## src/rtl/div_pkg.sv

```systemverilog
`default_nettype none
// ---------------------------------------------------------------------------
// Module   : div_pkg
// Purpose  : Shared FSM states and sizing constants for the sequential divider.
// Revision : 1.0 - initial release
// ---------------------------------------------------------------------------
package div_pkg;

  localparam int WIDTH      = 8;
  localparam int ITERATIONS = 8;
  localparam int CNT_W      = 4;

  typedef enum logic [1:0] {
    IDLE = 2'd0,
    RUN  = 2'd1,
    DONE = 2'd2
  } state_t;

endpackage
`default_nettype wire

```

## src/rtl/trial_subtractor8.sv

```systemverilog
`default_nettype none
// ---------------------------------------------------------------------------
// Module   : trial_subtractor8
// Purpose  : 9-bit partial remainder minus 8-bit divisor; bit 8 is the borrow.
// Revision : 1.0 - initial release
// ---------------------------------------------------------------------------
module trial_subtractor8 (
  input  logic [8:0] partial,
  input  logic [7:0] divisor,
  output logic [7:0] diff,
  output logic       borrow
);

  logic [8:0] w_full;

  assign w_full = partial - {1'b0, divisor};
  assign diff   = w_full[7:0];
  assign borrow = w_full[8];

endmodule
`default_nettype wire

```

## src/rtl/seq_divider8.sv

```systemverilog
`default_nettype none
// ---------------------------------------------------------------------------
// Module   : seq_divider8
// Purpose  : 8-bit restoring divider, one quotient bit per cycle, MSB first.
//            Optional macro SEQ_DIVIDER8_SIGNED_EN adds two's-complement mode.
// Revision : 1.0 - initial release
// ---------------------------------------------------------------------------
module seq_divider8 #(
  parameter int WIDTH = div_pkg::WIDTH
) (
  input  logic             clk,
  input  logic             reset_n,
`ifdef SEQ_DIVIDER8_SIGNED_EN
  input  logic             signed_op,
`endif
  input  logic             start,
  input  logic [WIDTH-1:0] dividend,
  input  logic [WIDTH-1:0] divisor,
  output logic             busy,
  output logic             done,
  output logic [WIDTH-1:0] quotient,
  output logic [WIDTH-1:0] remainder,
  output logic             div_by_zero
);

  import div_pkg::*;

  state_t             r_state;
  state_t             w_next;
  logic [CNT_W-1:0]   r_count;
  logic [WIDTH-1:0]   r_rem;
  logic [WIDTH-1:0]   r_dvd;
  logic [WIDTH-1:0]   r_dvs;
  logic               r_neg_q;
  logic               r_neg_r;
  logic [WIDTH-1:0]   r_quotient;
  logic [WIDTH-1:0]   r_remainder;
  logic               r_div_by_zero;

  logic               w_zero;
  logic               w_dvd_neg;
  logic               w_dvs_neg;
  logic [WIDTH-1:0]   w_dvd_mag;
  logic [WIDTH-1:0]   w_dvs_mag;
  logic [WIDTH:0]     w_partial;
  logic [WIDTH-1:0]   w_diff;
  logic               w_borrow;
  logic [WIDTH-1:0]   w_rem_next;
  logic [WIDTH-1:0]   w_quo_next;
  logic [WIDTH-1:0]   w_q_final;
  logic [WIDTH-1:0]   w_r_final;
  logic               w_last;

`ifdef SEQ_DIVIDER8_SIGNED_EN
  assign w_dvd_neg = signed_op & dividend[WIDTH-1];
  assign w_dvs_neg = signed_op & divisor[WIDTH-1];
`else
  assign w_dvd_neg = 1'b0;
  assign w_dvs_neg = 1'b0;
`endif

  assign w_zero    = (divisor == '0);
  assign w_dvd_mag = w_dvd_neg ? -dividend : dividend;
  assign w_dvs_mag = w_dvs_neg ? -divisor  : divisor;

  // Dividend register shifts out its MSB each step and collects quotient bits at the LSB.
  assign w_partial = {r_rem, r_dvd[WIDTH-1]};

  trial_subtractor8 u_trial (
    .partial (w_partial),
    .divisor (r_dvs),
    .diff    (w_diff),
    .borrow  (w_borrow)
  );

  assign w_rem_next = w_borrow ? w_partial[WIDTH-1:0] : w_diff;
  assign w_quo_next = {r_dvd[WIDTH-2:0], ~w_borrow};
  assign w_last     = (r_count == CNT_W'(ITERATIONS - 1));

  // Sign restoration happens on the way into the output registers, so DONE costs no extra cycle.
  assign w_q_final  = r_neg_q ? -w_quo_next : w_quo_next;
  assign w_r_final  = r_neg_r ? -w_rem_next : w_rem_next;

  always_ff @(posedge clk or negedge reset_n) begin
    if (!reset_n) begin
      r_state <= IDLE;
    end else begin
      r_state <= w_next;
    end
  end

  always_comb begin
    w_next = r_state;
    case (r_state)
      IDLE:    if (start) w_next = w_zero ? DONE : RUN;
      RUN:     if (w_last) w_next = DONE;
      DONE:    w_next = IDLE;
      default: w_next = IDLE;
    endcase
  end

  always_comb begin
    busy = 1'b0;
    done = 1'b0;
    case (r_state)
      RUN:  busy = 1'b1;
      DONE: begin
        busy = 1'b1;
        done = 1'b1;
      end
      default: ;
    endcase
  end

  always_ff @(posedge clk or negedge reset_n) begin
    if (!reset_n) begin
      r_count       <= '0;
      r_rem         <= '0;
      r_dvd         <= '0;
      r_dvs         <= '0;
      r_neg_q       <= 1'b0;
      r_neg_r       <= 1'b0;
      r_quotient    <= '0;
      r_remainder   <= '0;
      r_div_by_zero <= 1'b0;
    end else begin
      case (r_state)
        IDLE: begin
          if (start) begin
            r_dvd   <= w_dvd_mag;
            r_dvs   <= w_dvs_mag;
            r_rem   <= '0;
            r_count <= '0;
            r_neg_q <= w_dvd_neg ^ w_dvs_neg;
            r_neg_r <= w_dvd_neg;
            if (w_zero) begin
              r_quotient    <= '1;
              r_remainder   <= dividend;
              r_div_by_zero <= 1'b1;
            end
          end
        end
        RUN: begin
          r_rem   <= w_rem_next;
          r_dvd   <= w_quo_next;
          r_count <= r_count + CNT_W'(1);
          if (w_last) begin
            r_quotient    <= w_q_final;
            r_remainder   <= w_r_final;
            r_div_by_zero <= 1'b0;
          end
        end
        default: ;
      endcase
    end
  end

  assign quotient    = r_quotient;
  assign remainder   = r_remainder;
  assign div_by_zero = r_div_by_zero;

endmodule
`default_nettype wire

```

## config.mk

```make
export PLATFORM = sky130hd
export DESIGN_NAME = seq_divider8
export DESIGN_NICKNAME = d
export VERILOG_FILES = /design/src/rtl/div_pkg.sv /design/src/rtl/trial_subtractor8.sv /design/src/rtl/seq_divider8.sv
export SDC_FILE = /design/constraint.sdc
export NUM_CORES = 1
export LEC_CHECK = 0
export CAP_MARGIN = 10
export CORE_MARGIN = 1
export CORE_UTILIZATION = 55
export CTS_CLUSTER_DIAMETER = 30
export CTS_CLUSTER_SIZE = 25
export DETAILED_ROUTE_END_ITERATION = 10
export PLACE_DENSITY = 0.9
export SYNTH_ARGS = -nofsm -noshare
export SYNTH_HDL_FRONTEND = slang
export SYNTH_SLANG_ARGS = --single-unit
```

## constraint.sdc

```tcl
create_clock -name clk -period 4.6 [get_ports clk]
set_clock_uncertainty 0.15 [all_clocks]
set_input_delay 0.92 -clock clk [delete_from_list [all_inputs] [get_ports clk]]
set_output_delay 0.92 -clock clk [all_outputs]
set_load 0.01 [all_outputs]
```

==> results of run 1 <==
## worst min-delay path, delay by kind of cell (launching register included)
family	cells	cell delay, ns
DFF	1	0.37
and+or+nand+nor	1	0.05
AOI/OAI and AO/OA	1	0.06
## registers in the layout, indices dropped and copies added (netlist names)
| signal | flops |
|---|---|
| div_by_zero | 1 |
| quotient | 8 |
| r_count | 4 |
| r_dvd | 8 |
| r_dvs | 8 |
| r_rem | 8 |
| r_state | 2 |
| remainder | 8 |
## per-stage QoR
step           power (mW)  hold WS, ns  cell area, um2
6_report             2.56        0.364            3340
3_3_place_gp         2.18        0.333            3230
5_1_grt              2.75        0.384            3340
2_1_floorplan        1.84        0.312            2840
3_5_place_dp         2.23        0.344            3230
4_1_cts              2.55        0.364            3340
## synth_stat cells (all sizes together), types with 2 or more instances
| master | instances |
|---|---|
| nand3 | 14 |
| clkbuf | 11 |
| and3 | 4 |
| xor2 | 2 |
| ha | 12 |
| a221oi | 2 |
| nand3b | 2 |
| nand2 | 29 |
| o31ai | 6 |
| mux2 | 8 |
| nor2b | 2 |
| nor3 | 3 |
| nor4 | 2 |
| dfrtp | 47 |
| mux2i | 15 |
| o2111ai | 14 |
| o21ai | 12 |
| a21o | 4 |
| a21oi | 18 |
| a31oi | 8 |
| buf | 6 |
| nand4 | 2 |
| inv | 31 |
| nand2b | 3 |
| o22ai | 5 |
| nor2 | 23 |
## report_power, final
| group | leakage, nW | internal (mW) | total, mW | switching, mW |
|---|---|---|---|---|
| clock network | 0.0548 | 0.164 | 0.316 | 0.152 |
| logic | 0.857 | 0.624 | 1.48 | 0.854 |
| registers | 0.567 | 0.601 | 0.763 | 0.162 |
## cells by family after synthesis
family,after synthesis,share of synthesized area [%]
DFF,47,41.4
buffers and inverters,48,7.35
muxes,23,8.45
AOI/OAI and AO/OA,79,20.4
and+or+nand+nor,89,14.7
adders and majority gates,13,5.98
xor gates and xnor gates,3,1.85
## cell type report
type / count / area, um2
clock buffer: 5 / 68.8
clock inverter: 3 / 46.3
fill: 357 / 1510
inverter: 31 / 116
multi-input combinational: 207 / 1460
sequential: 47 / 1180
tap: 67 / 83.8
timing repair buffer: 40 / 388
## how the worst max path moves through the flow
stage,to,slack [ns],depth (start not counted)
5_1_grt,remainder[7],1.59,8
2_1_floorplan,remainder[5],2.16,6
3_3_place_gp,remainder[7],1.58,8
4_1_cts,r_rem[0],1.78,10
3_5_place_dp,remainder[7],1.53,8
6_report,r_rem[0],1.78,10
## layout by cell type (no fill, tap or decap), types with 2 or more instances in the layout
master / n
nor3_1: 3
ha_1: 12
nand4_1: 2
dfrtp_1: 47
mux2_2: 8
buf_4: 3
o31ai_1: 5
and3_1: 3
a221oi_1: 2
nor2_1: 23
nor2b_1: 2
nand3_1: 14
o2111ai_1: 13
clkbuf_8: 5
nand3b_1: 2
mux2i_1: 15
nor4_1: 2
inv_1: 31
a21oi_1: 16
clkdlybuf4s50_1: 36
o21ai_0: 12
nand2b_1: 3
a31oi_1: 8
nand2_1: 29
a21o_1: 3
o22ai_1: 5
## routing by layer
layer	vias to the layer above	routed length (um)
met2	73	2970
met1	1150	2750
met4	0	95
met5	-	0
met3	9	258
li1	1149	-
==> flow_metrics.py, run 1 <==
metrics = {
    "global_route": {
        "met2_usage_pct": 38.3,
        "grtUsageTotal_pct": 23.8,
        "grt_use_met1_pct": 31.2,
        "grt-busiest-layer": "met2",
        "grt_pass1_vias": 2163,
        "grt_overflow": 0,
        "grt_pass1_wl_um": 9870,
        "grt_util_met3_pct": 5.62,
        "grt_max_degree": 48,
        "grt_antenna_before_repair": 0,
    },
    "timing": {
        "timing.final.ws_setup_ns": 1.78,
        "fmax_ghz": 0.354,
        "worst_slew_pin_slew_ns": 1.04,
        "slew_headroom_pct": 30.5,
        "period_share_pct": 61.4,
        "rsz0062_at_grt": "no",
        "drv_slew": 0,
        "tns_ns": 0,
        "period_needed_ns": 2.82,
        "finalHoldViolCount": 0,
        "finalSetupViolCount": 0,
    },
    "cts": {
        "holdBufCountCts": 0,
        "clk_pin_slew_ns": 0.10,
        "clkLatencyLatePin_ns": 0.31,
        "cts_setup_buffers": 0,
        "clockBufferDepth": 2,
        "cts_resized": 0,
        "cts-htree-levels": 2,
        "numCtsBuffers": 5,
        "cts_root_buf": "clkbuf_8",
        "cts_tree": "built",
        "cts.sinks": 47,
    },
    "placement": {
        "portBuffers": 37,
        "dp_hpwl_um": 4340,
        "dp_slack_ns": 1.53,
        "gp_congestion": 0.844,
        "dp.cells": 392,
    },
    "job": {
        "drv_cap": 0,
    },
    "routing": {
        "drt_iter0_drc": 174,
        "wl_um": 6070,
        "wire_per_inst_um": 15.2,
        "ant_nets": 0,
        "drc": 0,
        "first_pass_iters": 4,
        "drt-vias-per-instance": 5.95,
        "vias": 2381,
    },
    "setup_path": {
        "required_ns": 4.65,
        "crit_family": "compound AO/OA/AOI/OAI gates",
        "critical-path-max-stage-delay_ns": 0.52,
        "startpoint_type": "flip-flop",
        "reg2reg_to": "r_rem[0]",
        "reg2reg_slack_ns": 1.78,
        "cp-end-kind": "flip-flop",
        "crit_start": "r_dvd[7]",
        "path_buf_inv": 2,
        "reg2reg_depth": 10,
        "crit_chain": "inv_1, ha_1, inv_1, fa_1, and3_4, o2111ai_4, a21oi_4, xnor2_2, mux2i_1, o31ai_1",
        "cp.arrival_ns": 2.88,
        "crit_path_max_fanout": 11,
        "crit_top_cell": "inv_1",
        "timing.rr.start": "r_dvd[7]",
        "crit_type": "reg2reg",
        "crit_slowest_cell": "xnor2_2",
    },
    "logic_synthesis": {
        "synth-warning-count": 0,
        "synth_seq_area_share_pct": 41.4,
        "syn_area_um2": 2840,
        "synthFlopType": "dfrtp_1",
        "synth.area.top_cells": "dfrtp_1 41%, ha_1 5.3%, mux2i_1 5.3%",
        "syn_nets": 334,
        "synth_edf_count": 0,
        "synth.distinct_cells": 51,
        "yosysTopAreaCellShare_pct": 41.4,
        "syn_avg_cell_area_um2": 9.42,
        "synth_top_area_cell": "dfrtp_1",
        "synth-seq-cells": 47,
        "postSynth.asyncResetShare_pct": 100,
        "synthCells": 302,
    },
    "hold_path": {
        "holdCritPathClass": "reg2reg",
        "hold_path_end": "r_dvd[5]",
        "hold_depth": 2,
        "worstHoldStart": "r_dvd[5]",
    },
    "floorplanning": {
        "die_h_um": 73.9,
        "die-area_um2": 5460,
        "die_w_um": 73.9,
        "io_pins": 38,
        "design.core.area_um2": 4850,
        "rows": 25,
        "initial_core_util_pct": 58.7,
    },
    "layout": {
        "num_antenna_cells": 0,
        "area_delta_synth_final_pct": 17.5,
        "final_core_util_pct": 68.9,
        "drive_above_1_share_pct": 9.31,
        "nNetsFinal": 364,
        "final_cells": 400,
    },
    "run_status": {
        "outcome": "finished clean",
    },
    "pwr": {
        "pwr_density_cell_nw_per_um2": 765,
        "p_leak_nw": 1.48,
        "vdd_drop_max_v": 0.000631,
    },
}
Power figures use the tool's default switching activity.
==> inputs of run 2 (changes only) <==
Settings changed: CORE_UTILIZATION 55 to 50, PLACE_DENSITY 0.9 to 0.86.
Clock period 4.6 ns to 2.5 ns, I/O delays scaled along.
==> flow_metrics.py, run 2 (synthesized netlist as in run 1, its figures left out) <==
metrics = {
    "cts": {
        "cts.sinks": 47,
        "cts_root_buf": "clkbuf_8",
        "clk_pin_slew_ns": 0.09,
        "cts-htree-levels": 2,
        "clockBufferDepth": 2,
        "cts_tree": "built",
        "clkLatencyLatePin_ns": 0.31,
        "numCtsBuffers": 5,
    },
    "layout": {
        "area_delta_synth_final_pct": 26.7,
        "nNetsFinal": 388,
        "final_cells": 429,
        "drive_above_1_share_pct": 17.1,
        "final_core_util_pct": 65.4,
        "num_antenna_cells": 0,
        "nFillCells": 447,
        "final_cell_mix": "47 x dfrtp_1, 36 x clkdlybuf4s50_1, 30 x inv_1",
        "layout_commonest_cell": "dfrtp_1",
        "postLayoutCellArea_um2": 3600,
    },
    "setup_path": {
        "crit_chain": "inv_1, ha_2, inv_2, fa_2, and3_4, o2111ai_4, a21oi_4, xor2_4, buf_12, mux2i_1, o31ai_1",
        "cp.arrival_ns": 2.58,
        "critical-path-max-stage-delay_ns": 0.39,
        "crit_path_max_fanout": 5,
        "startpoint_type": "flip-flop",
        "crit_type": "reg2reg",
        "cp-end-kind": "flip-flop",
        "required_ns": 2.54,
        "crit_slowest_cell": "dfrtp_1",
    },
    "global_route": {
        "grtUsageTotal_pct": 22.9,
        "grt_pass1_vias": 2369,
        "grt_antenna_before_repair": 0,
        "grt_overflow": 0,
        "grt_pass1_wl_um": 10900,
        "grt_max_degree": 37,
    },
    "timing": {
        "rsz0062_at_grt": "yes",
        "finalSetupViolCount": 2,
        "finalHoldViolCount": 0,
        "period_needed_ns": 2.54,
        "fmax_ghz": 0.394,
        "period_share_pct": 101,
        "tns_ns": -0.0528,
        "timing.final.ws_setup_ns": -0.0358,
        "drv_slew": 0,
        "slew_headroom_pct": 68.4,
        "worst_slew_pin_slew_ns": 0.475,
        "fin_hold_ws_ns": 0.360,
    },
    "pwr": {
        "switchingPower_mw": 2.32,
        "swShare_pct": 44.6,
        "comb_power_share_pct": 61.8,
        "p_leak_nw": 1.61,
        "total_power_mw": 5.21,
        "pwr_density_cell_nw_per_um2": 1450,
        "intPower_mw": 2.89,
        "vdd_drop_max_v": 0.000859,
        "power_frac_clock_pct": 11.2,
        "power_frac_seq_pct": 26.9,
    },
    "hold_path": {
        "holdCritPathClass": "reg2reg",
    },
    "routing": {
        "first_pass_iters": 4,
        "wl_um": 6820,
        "drc": 0,
        "vias": 2469,
        "drt_iter0_drc": 184,
        "wire_per_inst_um": 15.9,
        "ant_nets": 0,
        "drt-vias-per-instance": 5.76,
    },
    "placement": {
        "portBuffers": 37,
        "dp.cells": 418,
        "gp_congestion": 0.822,
        "dp_slack_ns": -0.0248,
        "place_area_um2": 3420,
        "dp_hpwl_um": 4850,
    },
    "floorplanning": {
        "initial_core_util_pct": 51.6,
        "io_pins": 38,
        "rows": 27,
        "design.core.area_um2": 5510,
        "die_w_um": 77.4,
        "die-area_um2": 5990,
        "die_h_um": 77.4,
    },
    "run_status": {
        "violations": "setup timing",
        "outcome": "finished with violations",
    },
    "job": {
        "drv_cap": 0,
    },
}
==> run 2: changes by cell type in the layout (fill, tap and decap cells not counted), moves of 2 or more <==
cell	delta
buf_12	+2
buf_4	+19
o2111ai_1	-2
o2111ai_2	+2
==> run 2: repair_timing <==
item	4_1_cts	5_1_grt
gates resized for setup	1	8
buffers inserted	0	1
setup endpoints to repair	1	15
pin swaps	0	8
cloned	0	1
hold endpoints to repair	11	0
hold buffers	1	0
==> run 2: area by class of cell <==
type	instances	area [um2]	share of cell area, %
sequential	47	1180	32.6
multi-input combinational	207	1490	41.3
inverter	31	116	3.23
timing repair buffer	64	617	17.1
tap	72	90.1	2.50
clock inverter	3	46.3	1.28
clock buffer	5	68.8	1.91
==> run 2: critical path, delay by kind of cell, from the launching register on <==
family	cells	cell delay, ns
adders and majority gates	2	0.52
AOI/OAI and AO/OA	3	0.43
DFF	1	0.39
xor gates and xnor gates	1	0.26
buffers and inverters	3	0.25
muxes	1	0.25
and+or+nand+nor	1	0.17
==> run 2: path summary, 6_finish.rpt <==
kind / from / endpoint / slack, ns / depth (start not counted)
max: r_dvd[7] / r_rem[3] / -0.04 / 11
max in group asynchronous: reset_n / r_count[1] / 1.01 / 3
max reg2reg: r_dvd[7] / r_rem[3] / -0.04 / 11
min: r_dvs[7] / r_dvs[7] / 0.36 / 1
min reg2reg: r_dvs[7] / r_dvs[7] / 0.36 / 1
min in group asynchronous: reset_n / r_dvd[3] / 0.43 / 2
==> run 2: power by group through the flow <==
stage	sequential [mW]	combinational [mW]	clock, mW
floorplan	1.39	1.99	0
global placement	1.39	2.90	0
detailed placement	1.41	3.02	0
CTS	1.40	3.04	0.589
global route	1.44	3.51	0.632
finish	1.40	3.22	0.584
==> run 2: layer usage <==
layer	up-vias	global-route usage, %	part of all wire, %	routed length [um]
met5	-	0	0	0
met4	0	8.49	2.1	145
met3	14	3.65	4.2	286
met2	81	38.5	50	3420
met1	1179	29.7	44	2970
li1	1195	-	-	-
